--- src/rtl/datapath.sv ---
// 8-bit single-cycle datapath: PC, ROM, 4x8 regfile, ALU, data RAM.
// DATAPATH_R0_ZERO_EN hardwires r0 to zero.
module datapath #(
    parameter string IMEM_FILE = "program.mem",
    parameter string DMEM_FILE = ""
) (
    input  logic       clk,
    input  logic       reset,
    input  logic       enable,
    output logic [7:0] pc_out_addr,
    output logic [7:0] inst,
    output logic [7:0] result,
    output logic [7:0] readData1,
    output logic [7:0] readData2
);

    logic [7:0] imem [256];
    logic [7:0] dmem [256];
    logic [7:0] regs [4];
    logic [7:0] pc;
    logic [7:0] pc_next;

    logic [2:0] op_code;
    logic [1:0] rs1_addr;
    logic [1:0] rs2_addr;
    logic [2:0] imm3;
    logic [7:0] imm;
    logic       ALUSrc;
    logic [1:0] alu_op;
    logic       RegWrite;
    logic       MemRead;
    logic       MemWrite;
    logic [7:0] alu_b;
    logic [7:0] alu_result;
    logic [7:0] mem_rdata;
    logic [7:0] mux_wb_out;
    logic       reg_we;
    logic       taken;

    initial begin
        for (int i = 0; i < 256; i++) imem[i] = 8'h00;
        for (int i = 0; i < 256; i++) dmem[i] = 8'h00;
    end

    assign pc_out_addr = pc;
    assign inst        = imem[pc];
    assign op_code     = inst[7:5];
    assign rs1_addr    = inst[4:3];
    assign rs2_addr    = inst[2:1];
    assign imm3        = inst[2:0];

`ifdef DATAPATH_R0_ZERO_EN
    assign readData1 = (rs1_addr == 2'd0) ? 8'h00 : regs[rs1_addr];
    assign readData2 = (rs2_addr == 2'd0) ? 8'h00 : regs[rs2_addr];
    assign reg_we    = RegWrite && (rs1_addr != 2'd0);
`else
    assign readData1 = regs[rs1_addr];
    assign readData2 = regs[rs2_addr];
    assign reg_we    = RegWrite;
`endif

    always_comb begin
        ALUSrc   = 1'b0;
        alu_op   = 2'b00;
        RegWrite = 1'b0;
        MemRead  = 1'b0;
        MemWrite = 1'b0;
        imm      = 8'h00;
        unique case (op_code)
            3'b000: RegWrite = 1'b1;
            3'b001: begin
                alu_op   = 2'b01;
                RegWrite = 1'b1;
            end
            3'b010: begin
                alu_op   = 2'b10;
                RegWrite = 1'b1;
            end
            3'b011: begin
                alu_op   = 2'b11;
                RegWrite = 1'b1;
            end
            3'b100: begin
                ALUSrc   = 1'b1;
                RegWrite = 1'b1;
                imm      = {5'b00000, imm3};
            end
            3'b101: begin
                MemRead  = 1'b1;
                RegWrite = 1'b1;
            end
            3'b110: MemWrite = 1'b1;
            3'b111: begin
                alu_op = 2'b01;
                imm    = {{5{imm3[2]}}, imm3};
            end
        endcase
    end

    assign alu_b = ALUSrc ? imm : readData2;

    always_comb begin
        alu_result = 8'h00;
        unique case (alu_op)
            2'b00: alu_result = readData1 + alu_b;
            2'b01: alu_result = readData1 - alu_b;
            2'b10: alu_result = readData1 & alu_b;
            2'b11: alu_result = readData1 | alu_b;
        endcase
    end

    assign mem_rdata  = dmem[readData2];
    assign mux_wb_out = MemRead ? mem_rdata : alu_result;
    assign result     = mux_wb_out;

    assign taken   = (op_code == 3'b111) && (readData1 == 8'h00);
    assign pc_next = pc + 8'd1 + (taken ? imm : 8'h00);

    always_ff @(posedge clk) begin
        if (reset) begin
            pc <= 8'h00;
            for (int i = 0; i < 4; i++) regs[i] <= 8'h00;
        end else if (enable) begin
            pc <= pc_next;
            if (reg_we) regs[rs1_addr] <= mux_wb_out;
        end
    end

    always_ff @(posedge clk) begin
        if (!reset && enable && MemWrite) dmem[readData2] <= readData1;
    end

endmodule

--- config.mk ---
export PLATFORM = sky130hd
export DESIGN_NAME = datapath
export DESIGN_NICKNAME = d
export VERILOG_FILES = /design/src/rtl/datapath.sv
export SDC_FILE = /design/constraint.sdc
export NUM_CORES = 1
export LEC_CHECK = 0
export ABC_CLOCK_PERIOD_IN_PS = 1500
export CORE_MARGIN = 1.5
export CORE_UTILIZATION = 33
export CTS_CLUSTER_SIZE = 24
export DETAILED_ROUTE_END_ITERATION = 7
export GPL_TIMING_DRIVEN = 0
export HOLD_SLACK_MARGIN = 0.05
export PLACE_DENSITY = 0.78
export SLEW_MARGIN = 5
export SYNTH_ARGS = -nofsm -noshare
export SYNTH_HDL_FRONTEND = slang
export SYNTH_MEMORY_MAX_BITS = 65536
export SYNTH_SLANG_ARGS = --single-unit
--- constraint.sdc ---
create_clock -name clk -period 1.5 [get_ports clk]
set_input_delay 0.45 -clock clk [delete_from_list [all_inputs] [get_ports clk]]
set_output_delay 0.45 -clock clk [all_outputs]
set_load 0.005 [all_outputs]
==> results.yml <==
outcome:
  status: "complete, no violations"
drt:
  vias_per_cell: 3.682
  postRouteAntennaNets: 0
  wl_met2_um: 501
  drtPass1Iterations: 4
  drt_iter0_drc: 9
  wl_met1_um: 342
  num_vias: 486
  routed-wl-met3_um: 125
  wl_um: 996
  routed.top_layer: "met4"
  drc: 0
  wl_per_cell_um: 7.545
synth:
  avgSynthCellArea_um2: 8.329
  ys_top_cells_by_count: "buf_4, dfxtp_1, nor2_1"
  ys_seq_area_share_pct: 27.47
  synth_area_um2: 583.1
  synth_edf_count: 0
  synthTopCellsByArea: "buf_4, dfxtp_1, xor2_1"
  ys_async_sr_fraction_pct: 0
  ys_warn_count: 0
  synth_cell_types: 16
  synthCells: 70
  synth.ff_latch_count: 8
  synth.most_common_cell: "buf_4"
  synth_top_area_share_pct: 42.49
  synth_top_area_cell: "buf_4"
  synthFlopType: "dfxtp_1"
place:
  place_hpwl_um: 787.8
  pre_cts_slack_ns: 0.09855
  port_buffers: 8
  place_inst: 126
  postPlaceCellArea_um2: 800.8
  globalplace.congestion: 0.6935
clock_tree:
  path_clk_slew_ns: 0.06
  numCtsBuffers: 3
  clk_latency_ns: 0.25
  h-tree-depth: 1
  clock_path_buffers: 2
  cts_tree: "done"
  clock-sinks: 8
  root_buffer: "clkbuf_4"
setup_path:
  arrival_ns: 0.88
  crit_path_end_kind: "primary output"
  slowest_stage: "dfxtp_4"
  critPathTopFamily: "flip-flops"
  cp_max_fo: 5
  worstPathCellList: "dlygate4sd2_1"
  cpPeakStageDelay_ns: 0.36
  path_buf_inv: 1
  path_class: "flip-flop to primary output"
  cp-start-kind: "flip-flop"
  required_ns: 1.05
cells_and_area:
  largest_register_ffs: 8
  fin_cells: 132
  layout.nets: 121
  final_cell_area_um2: 854.6
  antennaDiodeCount: 0
  drive_gt1_share_pct: 40.87
  multi_input_area_um2: 287.8
  seqCellArea_um2: 178.9
  syn2layout_area_growth_pct: 46.57
  fill_cells: 175
floorplanning:
  fp.dieW_um: 45.04
  die_area_mm2: 0.002028
  initial_core_util_pct: 34.52
  coreArea_mm2: 0.001689
  io_pins: 43
  rows: 15
  dieHeight_um: 45.04
sta:
  setup_ws_ns: 0.1738
  skew_ns: 0.006498
  fin_crit_sh_pct: 88.41
  setup_tns_ns: 0
  min_period_ns: 1.326
  finalSetupViolations: 0
  rsz0062_at_grt: "false"
  max_freq_mhz: 754.0
  finalHoldViolations: 0
  finalMaxSlewViolations: 0
pwr:
  peakVddDrop_v: 0.0004477
  p_leak_nw: 0.5032
  power_density_mw_per_mm2: 588.1
global_route:
  grt_pass1_vias: 360
  grt_max_degree: 9
  grt_first_pass_wirelength_um: 1407
  grt_usage_pct: 9.646
  antenna_found_initial: 0
  grt-ovfl-total: 0
job:
  maxCapViolCount: 0
hold_path:
  hold_class: "flip-flop to flip-flop"
==> path summary, 6_finish.rpt <==
kind	startpoint	end	slack (ns)	cells past startpoint
max	pc_out_addr[2]	pc_out_addr[2]	0.17	1
min	pc_out_addr[7]	pc_out_addr[7]	0.49	2
max reg2reg	pc_out_addr[1]	pc_out_addr[6]	0.24	5
min reg2reg	pc_out_addr[7]	pc_out_addr[7]	0.49	2
==> routing by layer <==
layer  global-route usage [%]  vias to the layer above
li1                         -                      254
met1                    8.333                      199
met2                    19.43                       30
met3                    1.200                        3
met4                    7.059                        0
met5                        0                        -
==> tightest hold or removal path: cells and delay by family (launching register included) <==
kind | cells | cell delay, ns
AO/OA/AOI/OAI | 2 | 0.13
flip-flops | 1 | 0.31
==> metrics by stage <==
| stage | util [%] | total power [mW] | hold slack (ns) |
|---|---|---|---|
| after floorplan | - | 0.3267 | 0.4743 |
| after global placement | 47.41 | 0.3407 | 0.4724 |
| after detailed placement | 47.41 | 0.3413 | 0.4871 |
| after CTS | 50.59 | 0.4986 | 0.4939 |
| after global routing | 50.59 | 0.5363 | 0.5185 |
| final | 50.59 | 0.5026 | 0.4933 |
==> layout by cell type (no fill, tap or decap), types with 3 or more instances in the layout <==
master	Yosys	layout
buf_4	33	36
conb_1	1	32
dlygate4sd2_1	0	8
nor2_1	5	5
dfxtp_4	0	4
o21ai_0	3	3
or3_1	3	3
a21oi_1	3	3
xor2_1	3	3
clkbuf_4	0	3
dfxtp_2	0	3
==> power breakdown <==
part | switching [mW] | internal (mW)
Sequential | 0.00585 | 0.214
Combinational | 0.0469 | 0.0703
Clock | 0.0736 | 0.0916
==> kinds of logic (layout without fill, tap and decap cells) <==
logic type               after synthesis  after routing  synth area share [%]
multiplexers                           1              1                 1.717
other                                  1             32                0.6432
adder cells (fa/ha/maj)                1              1                 2.146
XOR/XNOR                               4              4                 6.010
buffers and inverters                 34             48                 43.13
flip-flops                             8              8                 27.47
AND/OR/NAND/NOR                       15             15                 13.73
AO/OA/AOI/OAI                          6              6                 5.149
==> layout make-up <==
class	count	share of cell area [%]
Buffer	34	29.43
Clock buffer	3	2.635
Multi-Input combinational cell	59	33.67
Sequential cell	8	20.94
Tap cell	17	2.489
Timing Repair Buffer	11	10.83
==> repair_timing <==
action / in CTS / in global routing
hold endpoints to repair: 0 / 0
resized for setup: 19 / 0
setup buffers: 3 / 0
endpoints found under the setup margin: 8 / 0
hold buffers: 0 / 0
No activity file was read; power rests on OpenSTA's default activity.
